===== src/rtl/sl3p_chk_pkg.sv =====
`default_nettype none
// ============================================================================
//  Module   : sl3p_chk_pkg
//  Brief    : Shared types and constants for the SL3 lane checker controller.
//  Revision : 1.0 - initial release
// ============================================================================
package sl3p_chk_pkg;

    // Lock controller states
    typedef enum logic [1:0] {
        IDLE   = 2'd0,
        HUNT   = 2'd1,
        LOCKED = 2'd2,
        HALT   = 2'd3
    } state_t;

    // Counter widths
    localparam int RUN_W   = 8;
    localparam int WIN_W   = 16;
    localparam int ERR_W   = 16;

    // Comparator pipeline depth (word in -> aligned mismatch out)
    localparam int CMP_LAT = 3;

    // Saturating increment for the run / window-error counters
    function automatic logic [RUN_W-1:0] sat_inc_run(input logic [RUN_W-1:0] v);
        return (&v) ? v : v + 1'b1;
    endfunction

    // Saturating increment for the total-error counter
    function automatic logic [ERR_W-1:0] sat_inc_err(input logic [ERR_W-1:0] v);
        return (&v) ? v : v + 1'b1;
    endfunction

endpackage
`default_nettype wire


===== src/rtl/mismatch_32.sv =====
`default_nettype none
// ============================================================================
//  Module   : mismatch_32
//  Brief    : 32-bit word comparator, 3-cycle latency, no reset. The first
//             stage only loads on valid words; downstream validity is tracked
//             by the user.
//  Revision : 1.0 - initial release
// ============================================================================
module mismatch_32 #(
    parameter int TARGET_CHIP = 2
) (
    input  logic        clk,
    input  logic        din_valid,
    input  logic [31:0] a,
    input  logic [31:0] b,
    output logic        mismatch
);

    // Larger targets reduce in narrower groups to keep the OR tree shallow
    localparam int GRP  = (TARGET_CHIP >= 2) ? 4 : 8;
    localparam int NGRP = 32 / GRP;

    logic [31:0]     diff_q;
    logic [NGRP-1:0] grp_or;
    logic [NGRP-1:0] grp_q;
    logic            mismatch_q;

    // Stage 1: capture bitwise difference of valid words
    always_ff @(posedge clk) begin
        if (din_valid) begin
            diff_q <= a ^ b;
        end
    end

    generate
        for (genvar g = 0; g < NGRP; g++) begin : g_grp
            assign grp_or[g] = |diff_q[g*GRP +: GRP];
        end
    endgenerate

    // Stages 2 and 3: grouped OR, then final OR
    always_ff @(posedge clk) begin
        grp_q      <= grp_or;
        mismatch_q <= |grp_q;
    end

    assign mismatch = mismatch_q;

endmodule
`default_nettype wire


===== src/rtl/lane_check_ctrl.sv =====
`default_nettype none
// ============================================================================
//  Module   : lane_check_ctrl
//  Brief    : Lock / error-policy controller for one 32-bit lane checker.
//             Tracks aligned comparator results through IDLE/HUNT/LOCKED/HALT,
//             counts windowed and total errors, and requests reseeds.
//  Revision : 1.0 - initial release
// ============================================================================
module lane_check_ctrl
    import sl3p_chk_pkg::*;
#(
    parameter int TARGET_CHIP = 2,
    parameter int LOCK_RUN    = 64,
    parameter int WIN_LEN     = 1024,
    parameter int WIN_ERRS    = 8,
    parameter int HALT_ERRS   = 16'hFFFF
) (
    input  logic             clk,
    input  logic             rst_n,
    input  logic             enable,
    input  logic             clear,
    input  logic [31:0]      rx_data,
    input  logic [31:0]      exp_data,
    input  logic             din_valid,
    output logic             locked,
    output logic             halt,
    output logic             resync,
    output logic [ERR_W-1:0] err_total,
    output logic             err_pulse
);

    logic [CMP_LAT-1:0] vpipe;
    logic               v3;
    logic               mismatch;

    state_t             state;
    state_t             state_n;
    logic [RUN_W-1:0]   run;
    logic [RUN_W-1:0]   run_n;
    logic [RUN_W-1:0]   win_err;
    logic [RUN_W-1:0]   win_err_n;
    logic [RUN_W-1:0]   win_err_base;
    logic [WIN_W-1:0]   win_cnt;
    logic [WIN_W-1:0]   win_cnt_n;
    logic [WIN_W-1:0]   win_inc;
    logic [ERR_W-1:0]   tot_n;
    logic               resync_n;
    logic               err_pulse_n;
    logic               roll;
    logic               is_err;
    logic               is_match;
    logic               flush;

    assign v3 = vpipe[CMP_LAT-1];

    mismatch_32 #(
        .TARGET_CHIP (TARGET_CHIP)
    ) u_cmp (
        .clk       (clk),
        .din_valid (din_valid),
        .a         (rx_data),
        .b         (exp_data),
        .mismatch  (mismatch)
    );

    // Next-state and counter update logic driven by aligned results
    always_comb begin
        state_n      = state;
        run_n        = run;
        win_cnt_n    = win_cnt;
        win_err_n    = win_err;
        tot_n        = err_total;
        resync_n     = 1'b0;
        err_pulse_n  = 1'b0;
        is_err       = v3 & mismatch;
        is_match     = v3 & ~mismatch;
        win_inc      = win_cnt + 1'b1;
        roll         = (win_inc == WIN_W'(WIN_LEN));
        // The result that closes a window starts the new one
        win_err_base = roll ? '0 : win_err;

        if (!enable) begin
            state_n = IDLE;
        end else begin
            case (state)
                IDLE: begin
                    state_n   = HUNT;
                    run_n     = '0;
                    win_cnt_n = '0;
                    win_err_n = '0;
                    tot_n     = '0;
                end
                HUNT: begin
                    if (clear) begin
                        tot_n = '0;
                    end
                    if (is_err) begin
                        run_n       = '0;
                        // back-to-back errors must not stretch the request
                        resync_n    = ~resync;
                        err_pulse_n = 1'b1;
                    end else if (is_match) begin
                        run_n = sat_inc_run(run);
                        if (run_n == RUN_W'(LOCK_RUN)) begin
                            state_n   = LOCKED;
                            win_cnt_n = '0;
                            win_err_n = '0;
                        end
                    end
                end
                LOCKED: begin
                    if (v3) begin
                        win_cnt_n = roll ? '0 : win_inc;
                        win_err_n = is_err ? sat_inc_run(win_err_base) : win_err_base;
                    end
                    if (is_err) begin
                        tot_n       = sat_inc_err(err_total);
                        err_pulse_n = 1'b1;
                    end
                    if (clear) begin
                        tot_n = '0;
                    end
                    if (is_err && (tot_n >= ERR_W'(HALT_ERRS))) begin
                        state_n = HALT;
                    end else if (is_err && (win_err_n >= RUN_W'(WIN_ERRS))) begin
                        state_n  = HUNT;
                        resync_n = ~resync;
                        run_n    = '0;
                    end
                end
                HALT: begin
                    if (clear) begin
                        state_n   = HUNT;
                        tot_n     = '0;
                        run_n     = '0;
                        win_cnt_n = '0;
                        win_err_n = '0;
                    end
                end
                default: begin
                    state_n = IDLE;
                end
            endcase
        end

        // In-flight words never survive IDLE or HALT
        flush = (state == IDLE) || (state == HALT) ||
                (state_n == IDLE) || (state_n == HALT);
    end

    // State, counters, validity pipeline and registered outputs
    always_ff @(posedge clk or negedge rst_n) begin
        if (!rst_n) begin
            state     <= IDLE;
            run       <= '0;
            win_cnt   <= '0;
            win_err   <= '0;
            vpipe     <= '0;
            locked    <= 1'b0;
            halt      <= 1'b0;
            resync    <= 1'b0;
            err_total <= '0;
            err_pulse <= 1'b0;
        end else begin
            state     <= state_n;
            run       <= run_n;
            win_cnt   <= win_cnt_n;
            win_err   <= win_err_n;
            vpipe     <= flush ? '0 : {vpipe[CMP_LAT-2:0], din_valid};
            locked    <= (state_n == LOCKED);
            halt      <= (state_n == HALT);
            resync    <= resync_n;
            err_total <= tot_n;
            err_pulse <= err_pulse_n;
        end
    end

endmodule
`default_nettype wire


===== config.mk =====
export PLATFORM = sky130hd
export DESIGN_NAME = lane_check_ctrl
export DESIGN_NICKNAME = d
export VERILOG_FILES = /design/src/rtl/sl3p_chk_pkg.sv /design/src/rtl/mismatch_32.sv /design/src/rtl/lane_check_ctrl.sv
export SDC_FILE = /design/constraint.sdc
export NUM_CORES = 1
export LEC_CHECK = 0
export ABC_AREA = 1
export BUFFER_PORTS_ARGS = -buffer_cell sky130_fd_sc_hd__buf_2
export CORE_MARGIN = 1
export CORE_UTILIZATION = 35
export DETAILED_ROUTE_END_ITERATION = 16
export RECOVER_POWER = 100
export SYNTH_ARGS = -nofsm -noshare
export SYNTH_HDL_FRONTEND = slang
export SYNTH_SLANG_ARGS = --single-unit

===== constraint.sdc =====
create_clock -name clk -period 4.4 [get_ports clk]
set_clock_uncertainty 0.1 [all_clocks]
set_input_delay 0.88 -clock clk [delete_from_list [all_inputs] [get_ports clk]]
set_output_delay 0.88 -clock clk [all_outputs]
set_load 0.02 [all_outputs]

=== After elaboration in Yosys (flattened, before gate mapping) ===
Index checks and enable logic that the tools add are counted.

* Add/sub/neg operators: 4
* Multipliers: 0
* Divide/modulo/power cells: 0
* Order comparisons: 2
* Equality and inequality tests: 16
* Shift operators: 0
* Muxes and demuxes: 47
* Bitwise gates (word level): 5
* Reductions and logical operators: 25

{| class="wikitable"
|+ Operator list
! cell !! number
|-
| 16-bit 2-to-1 mux || 11
|-
| 8-bit 2-to-1 mux || 15
|-
| 16-bit case mux with 4 select lines || 1
|-
| 8-bit case mux with 4 select lines || 2
|-
| 16-bit case mux with 3 select lines || 1
|-
| 16-bit by 1-bit adder with 16-bit output (second input constant) || 2
|-
| 4-bit OR reduction || 8
|-
| 32-bit bitwise XOR || 1
|-
| 8-bit by 1-bit adder with 8-bit output (second input constant) || 2
|-
| 16-bit by 11-bit == test with 1-bit output (second input constant) || 1
|-
| 16-bit >= comparator (second input constant) || 1
|-
| 16-bit AND reduction || 1
|-
| 8-bit AND reduction || 2
|-
| 2-bit 2-to-1 mux || 7
|-
| 2-bit inequality test (second input constant) || 7
|-
| 5-bit AND reduction || 2
|-
| 2-bit == test (second input constant) || 4
|-
| 8-bit by 7-bit == test with 1-bit output (second input constant) || 1
|-
| 8-bit by 4-bit >= comparator with 1-bit output (second input constant) || 1
|-
| 2-bit case mux with 4 select lines || 1
|-
| 8-bit OR reduction || 1
|-
| 1-bit 2-to-1 mux || 7
|-
| 6-bit AND reduction || 1
|-
| 2-bit logical NOT || 2
|-
| 11 further kinds || 17
|}

* Register bits: 98
* Bits in latches: 0
* Memory bits (writable): 0
* Memory bits (read-only): 0
* Output and inout bits: 20
* Memories: 0

=== Longest topological paths before layout ===
Gate-level depths: netlist (run 1).

* Depth after elaboration: 19
* Gate-level depth with buffers: 30
* Depth with buffers taken out: 30

=== Cells and area by module ===
A second synthesis (run 1) with hierarchy kept.

* Cells, all modules: 680
* Area, all modules: 5616.6 um^2

{| class="wikitable"
|+ Modules (own cells, without submodules)
! module !! instances !! cells each !! area an instance (um^2) !! seq. area each (um^2)
|-
| lane_check_ctrl || 1 || 568 || 4048.9 || 1426.4
|-
| mismatch_32 || 1 || 112 || 1567.8 || 1141.1
|}

=== Worst setup path after synthesis (run 1) ===
OpenSTA, ideal clock, no wires.

* Kind: flip-flop to flip-flop
* Start point: register win_cnt[0]
* End point: register run[6]
* Setup time: 95 ps
* Arrival: 2902 ps
* Required time: 4205 ps
* Setup slack: 1303 ps
* Cell stages (with the launch flop): 26
* Buffers on the path: 1
* Clock period less this slack: 3097 ps
* Cell sequence: dfrtp_1 ha_1 nand2_1 nor2_4 nand3_1 nand2_1 nand2_1 nand3_1 nor2_4 nand3_4 inv_2 nor2_1 ha_1 nand2_1 inv_1 nand3_2 nor2_4 nand2_1 o211ai_1 nor2_1 nand3_2 nand3_2 nand2_1 nand2_1 buf_2 o31ai_1

* Longest elaborated chain between the ends: 13
* Elaborated cells between the ends (all ways): 14
* Those cells by class: add/sub: 2; order compare: 1; eq/ne: 2; mux: 6; reduce/logical: 3

{| class="wikitable"
|+ Ends and longest elaborated chain
! element !! line !! text
|-
| start: declaration || lane_check_ctrl.sv:43 || <nowiki>logic [WIN_W-1:0] win_cnt;</nowiki>
|-
| start signal: assignment || lane_check_ctrl.sv:167 || <nowiki>win_cnt <= win_cnt_n;</nowiki>
|-
| 16-bit by 1-bit adder with 16-bit output (*) || lane_check_ctrl.sv:77 || <nowiki>win_inc = win_cnt + 1'b1;</nowiki>
|-
| 16-bit by 11-bit == test with 1-bit output (*) || lane_check_ctrl.sv:78 || <nowiki>roll = (win_inc == WIN_W'(WIN_LEN));</nowiki>
|-
| 8-bit 2-to-1 mux (*) || lane_check_ctrl.sv:80 || <nowiki>win_err_base = roll ? '0 : win_err;</nowiki>
|-
| 8-bit by 1-bit adder with 8-bit output / 8-bit AND reduction (equally long branches) || sl3p_chk_pkg.sv:27 || <nowiki>return (&v) ? v : v + 1'b1;</nowiki>
|-
| 8-bit 2-to-1 mux || sl3p_chk_pkg.sv:27 ||
|-
| 8-bit 2-to-1 mux (*) || lane_check_ctrl.sv:114 || <nowiki>win_err_n = is_err ? sat_inc_run(win_err_base) : win_err_base;</nowiki>
|-
| 8-bit 2-to-1 mux (*) || lane_check_ctrl.sv:112 || <nowiki>if (v3) begin</nowiki>
|-
| 8-bit 2-to-1 mux (*) || lane_check_ctrl.sv:85 || <nowiki>case (state)</nowiki>
|-
| 8-bit 2-to-1 mux (*) || lane_check_ctrl.sv:82 || <nowiki>if (!enable) begin</nowiki>
|-
| 8-bit by 4-bit >= comparator with 1-bit output (*) || lane_check_ctrl.sv:125 || <nowiki>end else if (is_err && (win_err_n >= RUN_W'(WIN_ERRS))) begin</nowiki>
|-
| 1-bit logical AND (*) || lane_check_ctrl.sv:125 ||
|-
| 2-bit inequality test (no line) (*) || n/a ||
|-
| 5-bit AND reduction (no line) (*) || n/a ||
|-
| end signal: assignment || lane_check_ctrl.sv:166 || <nowiki>run <= run_n;</nowiki>
|-
| end: declaration || lane_check_ctrl.sv:38 || <nowiki>logic [RUN_W-1:0] run;</nowiki>
|}

Every way passes the cells marked *; elsewhere a longest branch is shown, timed or not. The select of a mux whose other input is x is not followed.
A chain may end at the register's enable or synchronous reset.

=== Worst setup path after layout (run 1) ===
* Start point: register run[0]
* End point: register win_cnt[12]

* Longest elaborated chain between the ends: 5
* Elaborated cells between the ends (all ways): 6
* Those cells by class: add/sub: 1; eq/ne: 2; mux: 1; reduce/logical: 2

{| class="wikitable"
|+ Ends and longest elaborated chain
! element !! line !! text
|-
| 8-bit by 1-bit adder with 8-bit output / 8-bit AND reduction (equally long branches) || sl3p_chk_pkg.sv:27 ||
|-
| 8-bit 2-to-1 mux (*) || sl3p_chk_pkg.sv:27 ||
|-
| 8-bit by 7-bit == test with 1-bit output (*) || lane_check_ctrl.sv:104 || <nowiki>if (run_n == RUN_W'(LOCK_RUN)) begin</nowiki>
|-
| 2-bit inequality test (no line) (*) || n/a ||
|-
| 6-bit AND reduction (no line) (*) || n/a ||
|}

Every way passes the cells marked *; elsewhere a longest branch is shown, timed or not.

==> results of run 1 <==
## worst max-delay path, stage by stage (launching register included)
cell	delay (ns)
dfrtp_1	0.43
ha_1	0.24
nand2_1	0.10
nor2_1	0.07
nand3_2	0.11
inv_1	0.08
nor2_1	0.13
nand2_1	0.08
xor2_1	0.16
nor4_1	0.28
nand4_1	0.16
o21ai_0	0.31
nand2_2	0.21
a21oi_1	0.17
clkbuf_1	0.87
nand4_1	0.17
o21ai_0	0.17
## state kept, by name, indices dropped and copies added, names as in the netlist
name,count
u_cmp.diff_q,32
err_total,16
win_cnt,16
run,8
u_cmp.grp_q,8
win_err,8
vpipe,3
state,2
err_pulse,1
halt,1
locked,1
resync,1
u_cmp.mismatch,1
## cell families (layout without fill, tap and decap cells)
group | after synthesis | in the layout | synth area share, %
buf+inv | 96 | 190 | 6.70
xor+xnor | 51 | 51 | 8.33
fa+ha+maj | 8 | 8 | 1.83
flops | 98 | 98 | 47.1
compound gates | 85 | 85 | 9.27
simple gates | 298 | 298 | 26.6
mux | 1 | 1 | 0.183
## stage by stage
| stage | cells | area (µm²) | utilization (%) |
|---|---|---|---|
| final | 919 | 6340 | 41.7 |
| after global routing | 919 | 6340 | 41.7 |
| after CTS | 919 | 6400 | 42.1 |
| after detailed placement | 904 | 6110 | 40.2 |
| after global placement | 904 | 6110 | 40.2 |
| after floorplan | 637 | 5460 | - |
## how the worst max path moves through the flow
stage                                      start                      end  slack, ns  cells past startpoint
after floorplan           win_cnt[0]$_DFFE_PN0P_       run[6]$_DFFE_PN0P_       1.30                     25
final                         run[0]$_DFFE_PN0P_  win_cnt[12]$_DFFE_PN0P_       0.46                     16
after CTS                 win_cnt[1]$_DFFE_PN0P_       run[7]$_DFFE_PN0P_       0.60                     27
after detailed placement  win_cnt[1]$_DFFE_PN0P_       run[7]$_DFFE_PN0P_       0.63                     27
after global routing          run[0]$_DFFE_PN0P_   win_cnt[8]$_DFFE_PN0P_       0.06                     16
after global placement    win_cnt[0]$_DFFE_PN0P_       run[7]$_DFFE_PN0P_       0.81                     28
## synthesized netlist by cell type (all sizes together) (7+ instances only)
cell type  number
nand2         131
inv            82
nor2           61
dfrtp          57
nand3          56
xor2           48
o21ai          39
edfxtp         32
nand4          18
o22ai          14
nor3           13
a21oi          12
clkbuf          9
dfxtp           9
ha              8
or4             8
nor4            7
o211ai          7
## per-layer routing
metal	vias to the layer above	global-route usage (%)	wire length, µm
met4	0	4.97	153
met1	2102	19.4	5560
met5	-	0	0
met3	12	4.01	596
li1	2319	-	-
met2	136	27.5	5770
## final cells by class
class	instances	area (µm²)	area share, %
clock inverters	6	68.8	1.09
inverters	83	312	4.91
flip-flops and latches	98	2570	40.5
clock buffers	9	225	3.55
repair buffers	92	428	6.75
multi-input cells	443	2500	39.5
well taps	188	235	3.71
## power breakdown
group,internal [mW],switching (mW),leakage (nW),total [mW]
clock,0.439,0.350,0.141,0.789
sequential,0.989,0.0117,1.18,1.00
combinational,0.0463,0.0709,1.36,0.117
==> impl_metrics.py, run 1 <==
metrics = {
    "critical_path": {
        "r2r_cells": 16,
        "worstSetupPathType": "reg -> reg",
        "regToRegSetupSlack_ns": 0.46,
        "cp-end-kind": "register",
        "r2r-start": "run[0]$_DFFE_PN0P_",
        "cp_max_fo": 32,
        "crit_required_ns": 4.55,
        "arrival_ns": 4.09,
        "crit_path_start_kind": "register",
        "worstReg2RegEnd": "win_cnt[12]$_DFFE_PN0P_",
    },
    "logic_synthesis": {
        "syn_avg_cell_area_um2": 8.56,
        "synth-main-ff-cell": "dfrtp_1",
        "synthArstFlopShare_pct": 58.2,
        "postSynthCellCount": 637,
        "synth_area_leaders": "dfrtp_1, edfxtp_1, nand2_1",
        "synth_area_leader_cell": "dfrtp_1",
        "ys_seq_elements": 98,
        "yosysWarnings": 0,
        "ys_types": 41,
        "synth_nets": 714,
        "synth_edf_count": 32,
        "synth_area_um2": 5460,
        "synth_top_area_share_pct": 26.1,
        "ys_seq_area_share_pct": 47.1,
    },
    "die": {
        "coreArea_um2": 15200,
        "die_area_um2": 16100,
        "die_y_um": 127,
        "num_io_pins": 89,
        "std_cell_rows": 45,
        "start_util_pct": 35.9,
        "die_w_um": 127,
    },
    "sta": {
        "finalMaxSlewViolations": 94,
        "tightest_slew_ns": 1.76,
        "setup_slack_ns": 0.464,
        "fin_crit_sh_pct": 89.5,
        "period_minus_slack_ns": 3.94,
        "hold_violations": 0,
        "holdWs_ns": 0.316,
        "fin_tns_setup_ns": 0,
        "rsz0062_at_grt": "false",
        "setup_viol": 0,
        "relSlewSlack_pct": -17.6,
        "clock.fmax_mhz": 254,
    },
    "cts": {
        "cts_tree": "done",
        "cts_root_buf": "clkbuf_16",
        "cts_buffer_depth": 2,
        "cts_max_level": 3,
        "cts-buffers-inserted": 9,
        "clock_latency_ns": 0.36,
        "path_clk_slew_ns": 0.07,
        "cts_resized": 0,
        "cts_setup_buffers": 0,
        "cts.sinks": 98,
        "cts_hold_buf": 0,
    },
    "pwr": {
        "ir_drop_v": 0.000245,
        "p_total_mw": 1.91,
        "p_leak_nw": 2.68,
        "cellPowerDensity_nw_per_um2": 301,
    },
    "detailed_routing": {
        "wl_per_cell_um": 13.1,
        "wl_mm": 12.1,
        "initialDrtViolationCount": 402,
        "num_vias": 4569,
        "drt-vias-per-instance": 4.97,
        "drc": 0,
        "ant_nets": 0,
        "firstDrtPassIters": 5,
    },
    "hold_path": {
        "holdPathEnd": "u_cmp.grp_q[0]$_DFF_P_",
        "hold_path_startpoint": "u_cmp.diff_q[2]$_DFFE_PP_",
        "whs_path_depth": 1,
        "hold_class": "reg -> reg",
    },
    "cells_and_area": {
        "mostFrequentLayoutCells": "nand2_1, inv_1, buf_2",
        "layout_commonest_cell": "nand2_1",
        "antenna_cells": 0,
        "nFillCells": 1536,
        "drive_gt1_share_pct": 14.6,
        "area_growth_pct": 16.2,
        "fin_nets": 804,
    },
    "global_route": {
        "grt_usage_pct": 15.9,
        "antenna_found_initial": 0,
        "overflow": 0,
        "grt_max_degree": 36,
        "grt_pass1_wl_mm": 20.1,
        "grt_pass1_vias": 4351,
    },
    "place": {
        "place_ws_ns": 0.631,
        "portBuffers": 88,
        "hpwl_mm": 8.80,
        "finalWeightedCongestion": 0.861,
    },
    "run_status": {
        "status": "finished with violations",
        "violations": "capacitance limit, slew limit",
    },
    "job": {
        "drv_cap": 3,
    },
}
Power figures use the tool's default switching activity.
==> run 2, diff against run 1 <==
--- a/config.mk
+++ b/config.mk
@@ -10,6 +10,7 @@
 export CORE_MARGIN = 1
 export CORE_UTILIZATION = 35
 export DETAILED_ROUTE_END_ITERATION = 16
+export PLACE_DENSITY = 0.55
 export RECOVER_POWER = 100
 export SYNTH_ARGS = -nofsm -noshare
 export SYNTH_HDL_FRONTEND = slang
==> constraint.sdc (replaced) <==
create_clock -name clk -period 4.4 [get_ports clk]
set_clock_uncertainty 0.1 [all_clocks]
set_input_delay 0.88 -clock clk [delete_from_list [all_inputs] [get_ports clk]]
set_output_delay 0.88 -clock clk [all_outputs]
set_load 0.1 [all_outputs]
==> run 2 against run 1 <==
  * The run still ends with capacitance limit, slew limit left
  * Hold slack improved by 0.0059 ns
  * Non-clock buffer count stayed put
  * Clock-buffer cell count is 1 higher
  * Critical path depth increased by 11
  * Die area unchanged
  * Utilization up 0.19 points
  * Routed wire length down 0.11%
  * Maximum frequency up 1.8%
  * Worst setup slack better by 0.069 ns
  * First-iteration DRC count shrank 27%
  * Via count rose by 1.6%
  * Total power rose by 2.9%
  * Critical endpoint is now run[4]$_DFFE_PN0P_
  * Highest routed layer unchanged
==> impl_metrics.py, run 2 (same netlist as run 1, synthesis figures left out) <==
metrics = {
    "detailed_routing": {
        "num_vias": 4641,
        "ant_nets": 0,
        "wl_mm": 12.1,
        "firstDrtPassIters": 5,
        "drt-vias-per-instance": 5.04,
        "drc": 0,
        "wl_per_cell_um": 13.1,
        "initialDrtViolationCount": 294,
    },
    "pwr": {
        "ir_drop_v": 0.000231,
        "cellPowerDensity_nw_per_um2": 308,
        "p_leak_nw": 2.70,
    },
    "place": {
        "finalWeightedCongestion": 0.861,
        "dpl_cell_area_um2": 6110,
        "portBuffers": 88,
        "hpwl_mm": 8.94,
    },
    "global_route": {
        "grt_pass1_vias": 4470,
        "antenna_found_initial": 0,
        "grt_max_degree": 36,
        "grt_pass1_wl_mm": 20.8,
        "overflow": 0,
        "grt_usage_pct": 16.1,
    },
    "job": {
        "drv_cap": 2,
    },
    "die": {
        "die_area_um2": 16100,
        "num_io_pins": 89,
        "std_cell_rows": 45,
        "die_y_um": 127,
        "start_util_pct": 35.9,
        "die_w_um": 127,
        "coreArea_um2": 15200,
    },
    "sta": {
        "period_minus_slack_ns": 3.87,
        "fin_tns_setup_ns": 0,
        "relSlewSlack_pct": -28.2,
        "clock.fmax_mhz": 259,
        "fin_crit_sh_pct": 87.9,
        "rsz0062_at_grt": "false",
        "setup_viol": 0,
        "finalMaxSlewViolations": 69,
        "hold_violations": 0,
        "tightest_slew_ns": 1.92,
    },
    "critical_path": {
        "cp_max_fo": 11,
        "arrival_ns": 4.00,
        "r2r-start": "win_cnt[1]$_DFFE_PN0P_",
        "crit_path_start_kind": "register",
        "crit_required_ns": 4.53,
        "worstSetupPathType": "reg -> reg",
        "critical_path.startpoint": "win_cnt[1]$_DFFE_PN0P_",
        "cp-end-kind": "register",
    },
    "hold_path": {
        "hold_class": "reg -> reg",
        "hold_path_startpoint": "u_cmp.diff_q[30]$_DFFE_PP_",
    },
    "cts": {
        "cts_resized": 0,
        "cts_hold_buf": 0,
        "path_clk_slew_ns": 0.07,
        "cts.sinks": 98,
        "cts_root_buf": "clkbuf_16",
        "cts_max_level": 3,
        "cts_buffer_depth": 2,
        "cts_setup_buffers": 0,
        "cts-buffers-inserted": 9,
        "cts_tree": "done",
        "clock_latency_ns": 0.35,
    },
    "cells_and_area": {
        "drive_gt1_share_pct": 14.6,
        "largest_reg_flops": 32,
        "area_growth_pct": 16.8,
        "reg_top3": "u_cmp.diff_q x32, err_total x16, win_cnt x16",
        "fin_area_um2": 6370,
        "mostFrequentLayoutCells": "nand2_1, inv_1, buf_2",
        "fin_nets": 804,
        "layout_commonest_cell": "nand2_1",
        "largest-register": "u_cmp.diff_q",
        "antenna_cells": 0,
    },
    "run_status": {
        "status": "finished with violations",
        "violations": "capacitance limit, slew limit",
    },
}
run 2: path summary, 6_finish.rpt:
check | end | slack, ns | cells after the start
setup reg to reg | run[4]$_DFFE_PN0P_ | 0.53 | 27
setup / recovery | run[4]$_DFFE_PN0P_ | 0.53 | 27
hold / removal | u_cmp.grp_q[7]$_DFF_P_ | 0.32 | 1
min in group asynchronous | err_total[3]$_DFFE_PN0P_ | 0.71 | 1
hold reg to reg | u_cmp.grp_q[7]$_DFF_P_ | 0.32 | 1
max in group asynchronous | run[7]$_DFFE_PN0P_ | 1.07 | 2
run 2: report_power, final:
part           leakage, nW  total (mW)  switching [mW]  internal [mW]
registers             1.18        1.00          0.0118          0.989
clock network        0.153       0.843           0.343          0.500
logic                 1.37       0.118          0.0709         0.0466
total                 2.70        1.96           0.425           1.54
run 2: stage by stage:
step	std cells	util, %	worst slack, ns	hold WS [ns]	power (mW)
after global routing	920	41.9	0.0938	0.337	2.05
after floorplan	637	-	1.01	0.288	1.07
after detailed placement	904	40.2	0.650	0.308	1.14
after CTS	920	42.3	0.614	0.326	2.00
after global placement	904	40.2	0.822	0.308	1.14
final	920	41.9	0.532	0.322	1.96
run 2: layout make-up:
| type | instances | area (µm²) |
|---|---|---|
| fillers | 1520 | 8830 |
| inverters | 83 | 312 |
| flip-flops and latches | 98 | 2570 |
| repair buffers | 92 | 432 |
| multi-input cells | 443 | 2500 |
| well taps | 188 | 235 |
| clock buffers | 10 | 229 |
| clock inverters | 6 | 90.1 |
run 2: per-layer routing:
metal	wire length, µm	vias to the layer above	global-route usage (%)
met2	5520	159	26.4
li1	-	2320	-
met1	5730	2153	20.9
met5	0	-	0
met3	641	9	3.42
met4	164	0	5.81
run 2: critical path, stage by stage, from the launching register on:
cell and delay (ns):
dfrtp_1 0.42, ha_1 0.22, nand3_1 0.14, nor2_2 0.22
nand2_1 0.07, nand2_1 0.07, nand2_1 0.07, nand2_1 0.07
nor2_1 0.06, nand3_4 0.14, inv_2 0.06, nor2_1 0.14
ha_1 0.22, nand2_1 0.06, inv_1 0.07, nand3_2 0.11
nor2_4 0.17, nand2_1 0.09, nand2_1 0.08, o211ai_1 0.11
nor2_1 0.18, nand3_2 0.10, nand3_2 0.09, nand2_1 0.06
nand2_1 0.29, inv_1 0.16, nand3_1 0.10, o21ai_0 0.09
